==> src/rtl/pulse_width_meter.sv <==
// Measures high time and period of a pulse train from upstream edge strobes and
// queues {high, period, sat} records in a small FIFO with sticky error/overflow flags.
module pulse_width_meter #(
    parameter int unsigned CNT_W = 16,
    parameter int unsigned DEPTH = 4
) (
    input  logic                     clk,
    input  logic                     rst,
    input  logic                     enable,
    input  logic                     rise_edge,
    input  logic                     fallen_edge,
    input  logic                     clear,
    output logic                     m_valid,
    input  logic                     m_ready,
    output logic [CNT_W-1:0]         m_high,
    output logic [CNT_W-1:0]         m_period,
    output logic                     m_sat,
    output logic [$clog2(DEPTH):0]   level,
    output logic                     overflow,
    output logic                     proto_err,
    output logic [7:0]               drop_cnt
);

    localparam int unsigned PTR_W = $clog2(DEPTH);
    localparam int unsigned LVL_W = PTR_W + 1;
    localparam logic [CNT_W-1:0] CNT_MAX = '1;

    typedef enum logic [1:0] {IDLE, HIGH, LOW} state_t;

    // Reset asserts asynchronously, releases two clk edges later.
    logic rst_meta, rst_n_sync;
    always_ff @(posedge clk or negedge rst) begin
        if (!rst) begin
            rst_meta   <= 1'b0;
            rst_n_sync <= 1'b0;
        end else begin
            rst_meta   <= 1'b1;
            rst_n_sync <= rst_meta;
        end
    end

    state_t           state, state_nxt;
    logic [CNT_W-1:0] cnt, cnt_nxt;
    logic             cnt_sat, sat_nxt;
    logic [CNT_W-1:0] high_lat, high_nxt;
    logic             push_c, perr_set_c;

    always_ff @(posedge clk or negedge rst_n_sync) begin
        if (!rst_n_sync) begin
            state    <= IDLE;
            cnt      <= '0;
            cnt_sat  <= 1'b0;
            high_lat <= '0;
        end else begin
            state    <= state_nxt;
            cnt      <= cnt_nxt;
            cnt_sat  <= sat_nxt;
            high_lat <= high_nxt;
        end
    end

    // cnt holds (current cycle - cycle of the opening rise), saturating.
    always_comb begin
        state_nxt  = state;
        cnt_nxt    = cnt;
        sat_nxt    = cnt_sat;
        high_nxt   = high_lat;
        push_c     = 1'b0;
        perr_set_c = 1'b0;
        if (state != IDLE) begin
            if (cnt == CNT_MAX) sat_nxt = 1'b1;
            else                cnt_nxt = cnt + CNT_W'(1);
        end
        if (!enable) begin
            state_nxt = IDLE;
            cnt_nxt   = '0;
            sat_nxt   = 1'b0;
        end else if (rise_edge && fallen_edge) begin
            perr_set_c = 1'b1;
        end else begin
            case (state)
                IDLE: begin
                    if (rise_edge) begin
                        state_nxt = HIGH;
                        cnt_nxt   = CNT_W'(1);
                        sat_nxt   = 1'b0;
                    end
                end
                HIGH: begin
                    if (rise_edge) begin
                        perr_set_c = 1'b1;
                        cnt_nxt    = CNT_W'(1);
                        sat_nxt    = 1'b0;
                    end else if (fallen_edge) begin
                        high_nxt  = cnt;
                        state_nxt = LOW;
                    end
                end
                LOW: begin
                    if (rise_edge) begin
                        push_c    = 1'b1;
                        state_nxt = HIGH;
                        cnt_nxt   = CNT_W'(1);
                        sat_nxt   = 1'b0;
                    end
                end
                default: state_nxt = IDLE;
            endcase
        end
    end

    logic [CNT_W-1:0] mem_high   [DEPTH];
    logic [CNT_W-1:0] mem_period [DEPTH];
    logic             mem_sat    [DEPTH];
    logic [PTR_W-1:0] wr_ptr, rd_ptr, rd_nxt;
    logic [LVL_W-1:0] lvl_nxt;
    logic             pop_c, full_c, push_ok_c, drop_c;

    assign pop_c     = m_valid & m_ready;
    assign full_c    = (level == LVL_W'(DEPTH));
    assign push_ok_c = push_c & (~full_c | pop_c);
    assign drop_c    = push_c & full_c & ~pop_c;
    assign rd_nxt    = pop_c ? rd_ptr + PTR_W'(1) : rd_ptr;

    always_comb begin
        lvl_nxt = level;
        if (push_ok_c && !pop_c)      lvl_nxt = level + LVL_W'(1);
        else if (!push_ok_c && pop_c) lvl_nxt = level - LVL_W'(1);
    end

    always_ff @(posedge clk) begin
        if (push_ok_c) begin
            mem_high[wr_ptr]   <= high_lat;
            mem_period[wr_ptr] <= cnt;
            mem_sat[wr_ptr]    <= cnt_sat;
        end
    end

    // Head registers are loaded with next cycle's head, bypassing a same-cycle write.
    always_ff @(posedge clk or negedge rst_n_sync) begin
        if (!rst_n_sync) begin
            wr_ptr   <= '0;
            rd_ptr   <= '0;
            level    <= '0;
            m_valid  <= 1'b0;
            m_high   <= '0;
            m_period <= '0;
            m_sat    <= 1'b0;
        end else begin
            if (push_ok_c) wr_ptr <= wr_ptr + PTR_W'(1);
            rd_ptr  <= rd_nxt;
            level   <= lvl_nxt;
            m_valid <= (lvl_nxt != '0);
            if (push_ok_c && (wr_ptr == rd_nxt)) begin
                m_high   <= high_lat;
                m_period <= cnt;
                m_sat    <= cnt_sat;
            end else begin
                m_high   <= mem_high[rd_nxt];
                m_period <= mem_period[rd_nxt];
                m_sat    <= mem_sat[rd_nxt];
            end
        end
    end

    // Sticky status: a new error or drop takes priority over clear.
    always_ff @(posedge clk or negedge rst_n_sync) begin
        if (!rst_n_sync) begin
            overflow  <= 1'b0;
            proto_err <= 1'b0;
            drop_cnt  <= '0;
        end else begin
            if (perr_set_c) proto_err <= 1'b1;
            else if (clear) proto_err <= 1'b0;
            if (drop_c) begin
                overflow <= 1'b1;
                if (clear)                  drop_cnt <= 8'd1;
                else if (drop_cnt != 8'hFF) drop_cnt <= drop_cnt + 8'd1;
            end else if (clear) begin
                overflow <= 1'b0;
                drop_cnt <= '0;
            end
        end
    end

endmodule

==> config.mk <==
export PLATFORM = sky130hd
export DESIGN_NAME = pulse_width_meter
export DESIGN_NICKNAME = d
export VERILOG_FILES = /design/src/rtl/pulse_width_meter.sv
export SDC_FILE = /design/constraint.sdc
export NUM_CORES = 1
export LEC_CHECK = 0
export BUFFER_PORTS_ARGS = -buffer_cell sky130_fd_sc_hd__buf_2
export CELL_PAD_IN_SITES_DETAIL_PLACEMENT = 0
export CELL_PAD_IN_SITES_GLOBAL_PLACEMENT = 1
export CORE_ASPECT_RATIO = 0.6
export CORE_MARGIN = 8
export CORE_UTILIZATION = 46
export DETAILED_ROUTE_END_ITERATION = 8
export PLACE_DENSITY = 0.8
export SETUP_SLACK_MARGIN = 0.4
export SYNTH_ARGS = -nofsm -noshare
export SYNTH_HDL_FRONTEND = slang
export SYNTH_SLANG_ARGS = --single-unit
export TNS_END_PERCENT = 30
==> constraint.sdc <==
create_clock -name clk -period 4.25 [get_ports clk]
set_clock_uncertainty 0.15 [all_clocks]
set_input_delay 0 -clock clk [delete_from_list [all_inputs] [get_ports clk]]
set_output_delay 0 -clock clk [all_outputs]
set_load 0.01 [all_outputs]
==> flow_summary_export.csv <==
group,metric,value,unit
status,status,"finished, final reports clean",
sta,worst_slack,1.116,ns
power,p_sw_share,30.97,%
sta,fin_tns_setup,0,ns
sta,final_max_slew_viol_count,0,
setup_path,startpoint_type,"flop",
synthesis,yosys-top-cells-area,"edfxtp_1 (40%), dfrtp_1 (22%), mux2_2 (5.5%)",
final_layout,syn2layout_area_growth,13.36,%
synthesis,synth_adder_area_share,1.149,%
sta,rsz0062_at_grt,"false",
detailed_routing,antenna_left,0,
detailed_routing,firstDrtPassIters,5,
sta,tightest_slew,1.071,ns
power,power,0.006338,W
place,place_ws,1.195,ns
global_route,grt_overflow_total,0,
global_route,antenna_found_initial,0,
power,switchingPower,0.001963,W
sta,hold_violations,0,
synthesis,synth_top_family_by_area,"compound AO/OA/AOI/OAI gates",
final_layout,nets,864,
die,pin_count,54,
global_route,grt_max_degree,100,
sta,slew_headroom,28.23,%
power,comb_power_share,28.3,%
power,seqPwrFrac,41.0,%
clocking,tritoncts,"built",
min_path,hp-class,"input port to flop",
setup_path,arrival,3.35,ns
power,p_leak,4.203,nW
place,dp_hpwl,13.49,mm
power,peakVddDrop,296.9,uV
die,num_rows,41,
synthesis,synth_top_area_cell,"edfxtp_1",
setup_path,rr_startpoint,"state[0]",
sta,hold_ws,0.05914,ns
final_layout,ff_latch_area,6172,sq um
sta,fin_crit,3.134,ns
setup_path,worstSetupStartpoint,"state[0]",
setup_path,crit_slowest_cell,"nand4b_1",
final_layout,fillers,1809,
synthesis,syn_inst,810,
min_path,hp-start,"m_ready",
synthesis,yosysSeqAreaShare,62.91,%
synthesis,yosys_warnings,0,
final_layout,num_antenna_cells,0,
synthesis,synthMuxAreaShare,5.617,%
synthesis,synth-edff-count,132,
run,cap_viol_max_count,0,
clocking,clk_latency,0.50,ns
detailed_routing,wl_per_cell,20.59,um
global_route,grt_first_pass_wirelength,37.27,mm
setup_path,path_class,"flop to flop",
clocking,numCtsBuffers,22,
detailed_routing,drcViolationCount,0,
global_route,grt_usage,17.84,%
synthesis,ys_async_sr_fraction,40.00,%
clocking,htreeDepth,1,
synthesis,syn-mean-instance-area,12.10,sq um
setup_path,path_cells,"nand3b_1, a311oi_1, nand4b_1, buf_12, nor2_1, a21oi_1",
clocking,clockRootBuffer,"clkbuf_16",
power,internal_power,0.004375,W
clocking,clkTransAtPathRegs,0.06,ns
clocking,clock_tree.buffer_depth,3,
synthesis,synthXorXnorAreaFrac,1.749,%
detailed_routing,viasPerCell,5.927,
final_layout,drive_gt1_share,22.22,%
setup_path,max_stage_delay,0.93,ns
sta,final-setup-viol-count,0,
synthesis,yosys.area_share.simple,11.50,%
setup_path,crit_buf_inv,1,
die,die_w,204.5,um
die,die_area,26390,sq um
synthesis,synth_compound_area_share,14.12,%
synthesis,yosysUniqueCellTypes,53,
synthesis,ys_seq_elements,220,
detailed_routing,drtIter0Drc,536,
place,place.gp.congestion,0.7564,
die,die_y,129.1,um
setup_path,end_kind,"flop",
sta,max_freq,319.1,MHz
power,powerDensity,570.4,nW/um^2
synthesis,synth_top_area_share,40.44,%
die,start_util,46.72,%
clocking,cts_sinks,220,
sta,fin_crit_sh,73.73,%
final_layout,layout_common_cells,"edfxtp_1 (132), dfrtp_1 (85), nor2_1 (84), o21ai_0 (79), nor3_1 (73)",
synthesis,synth.cell_area,9802,sq um
setup_path,required,4.47,ns
setup_path,crit_fanout,35,
synthesis,ys.flop_type,"edfxtp_1",
global_route,grt_pass1_vias,6390,
die,core,20980,sq um
power,clockPowerShare,30.7,%
detailed_routing,dr_total_vias,6775,
synthesis,syn_nets,826,
detailed_routing,wl,23.54,mm
clocking,cts_setup_buffers,0,
final_layout,mostFrequentLayoutCell,"edfxtp_1",
setup_path,cpLargestDelayFamily,"simple AND/OR/NAND/NOR gates",
final_layout,multi_input_area,3354,sq um
place,io_buffers,53,
==> tightest hold or removal path: stages <==
cell and delay, ns:
buf_2 0.14, nand2_2 0.08, a311oi_1 0.14, buf_4 0.18, nand2_1 0.06, o21ai_0 0.06
==> synth_stat cells (2+ instances only) <==
cell type and instances:
edfxtp_1 132, dfrtp_1 88, nor2_1 84, o21ai_0 79
nor3_1 73, mux2_2 48, a21oi_1 41, clkbuf_1 41
o22ai_1 35, o221a_2 32, nand2_1 19, xnor2_1 15
buf_1 14, inv_1 10, nand3_1 10, ha_1 9
and2_1 6, o211ai_1 6, a211oi_1 4, a311oi_1 4
a31oi_1 4, buf_2 4, nand4_1 4, nor2b_1 4
nor4_1 4, or3_1 4, and4_1 3, nand2b_1 3
and3b_1 2, nand3b_1 2, o221ai_1 2, or2_2 2
xor2_1 2
==> metrics by stage <==
step	instance area (sq um)	util (%)	cells
final	11110	52.96	1143
after floorplan	9802	-	810
after global routing	11110	52.96	1143
after global placement	10310	49.13	1096
after detailed placement	10310	49.13	1096
after CTS	11110	52.96	1143
==> worst paths after layout <==
check / slack [ns] / to / cells after the start
max: 1.12 / m_high[0] / 6
min in group asynchronous: 0.20 / rst_n_sync / 3
max reg2reg: 1.12 / m_high[0] / 6
min reg2reg: 0.20 / rst_n_sync / 0
max in group asynchronous: 2.74 / m_period[14] / 1
min: 0.06 / wr_ptr[1] / 6
==> state kept, by name, summed over array words and instances (netlist names), 3 cells and up <==
name	count
drop_cnt	8
mem_period	64
mem_high	64
mem_sat	4
high_lat	16
m_high	16
level	3
m_period	16
cnt	16
==> metal layers <==
metal	routed length, um	share of wire [%]	track usage (%)
met1	11420	49	27.27
met2	10150	43	26.50
met3	1641	7.0	2.916
met4	324	1.4	3.543
met5	0	0	0
==> cell type report <==
type                       count  area share, %
sequential                   220          55.55
timing repair buffer          75          4.144
tap                          279          3.142
clock inverter                 7         0.5405
multi-input combinational    518          30.19
clock buffer                  33          6.069
inverter                      11         0.3716
==> power groups by stage <==
stage	clock network, W	registers (W)	logic (W)
2_1_floorplan	0	0.00268	0.00120
3_3_place_gp	0	0.00265	0.00178
3_5_place_dp	0	0.00264	0.00180
4_1_cts	0.00198	0.00261	0.00180
5_1_grt	0.00207	0.00263	0.00198
6_report	0.00195	0.00260	0.00179
==> repair_timing <==
action | in CTS | in global routing
hold buffers | 7 | 0
hold endpoints to repair | 20 | 0
resized for setup | 0 | 0
==> cells by family (layout without fill, tap and decap cells) <==
kind of cell,count (synthesis),after routing
other cells,1,1
fa+ha+maj,9,9
simple gates,228,228
buf+inv,72,126
flops,220,220
xor+xnor,18,18
mux,49,49
compound gates,213,213
No activity file was read; power rests on OpenSTA's default activity.
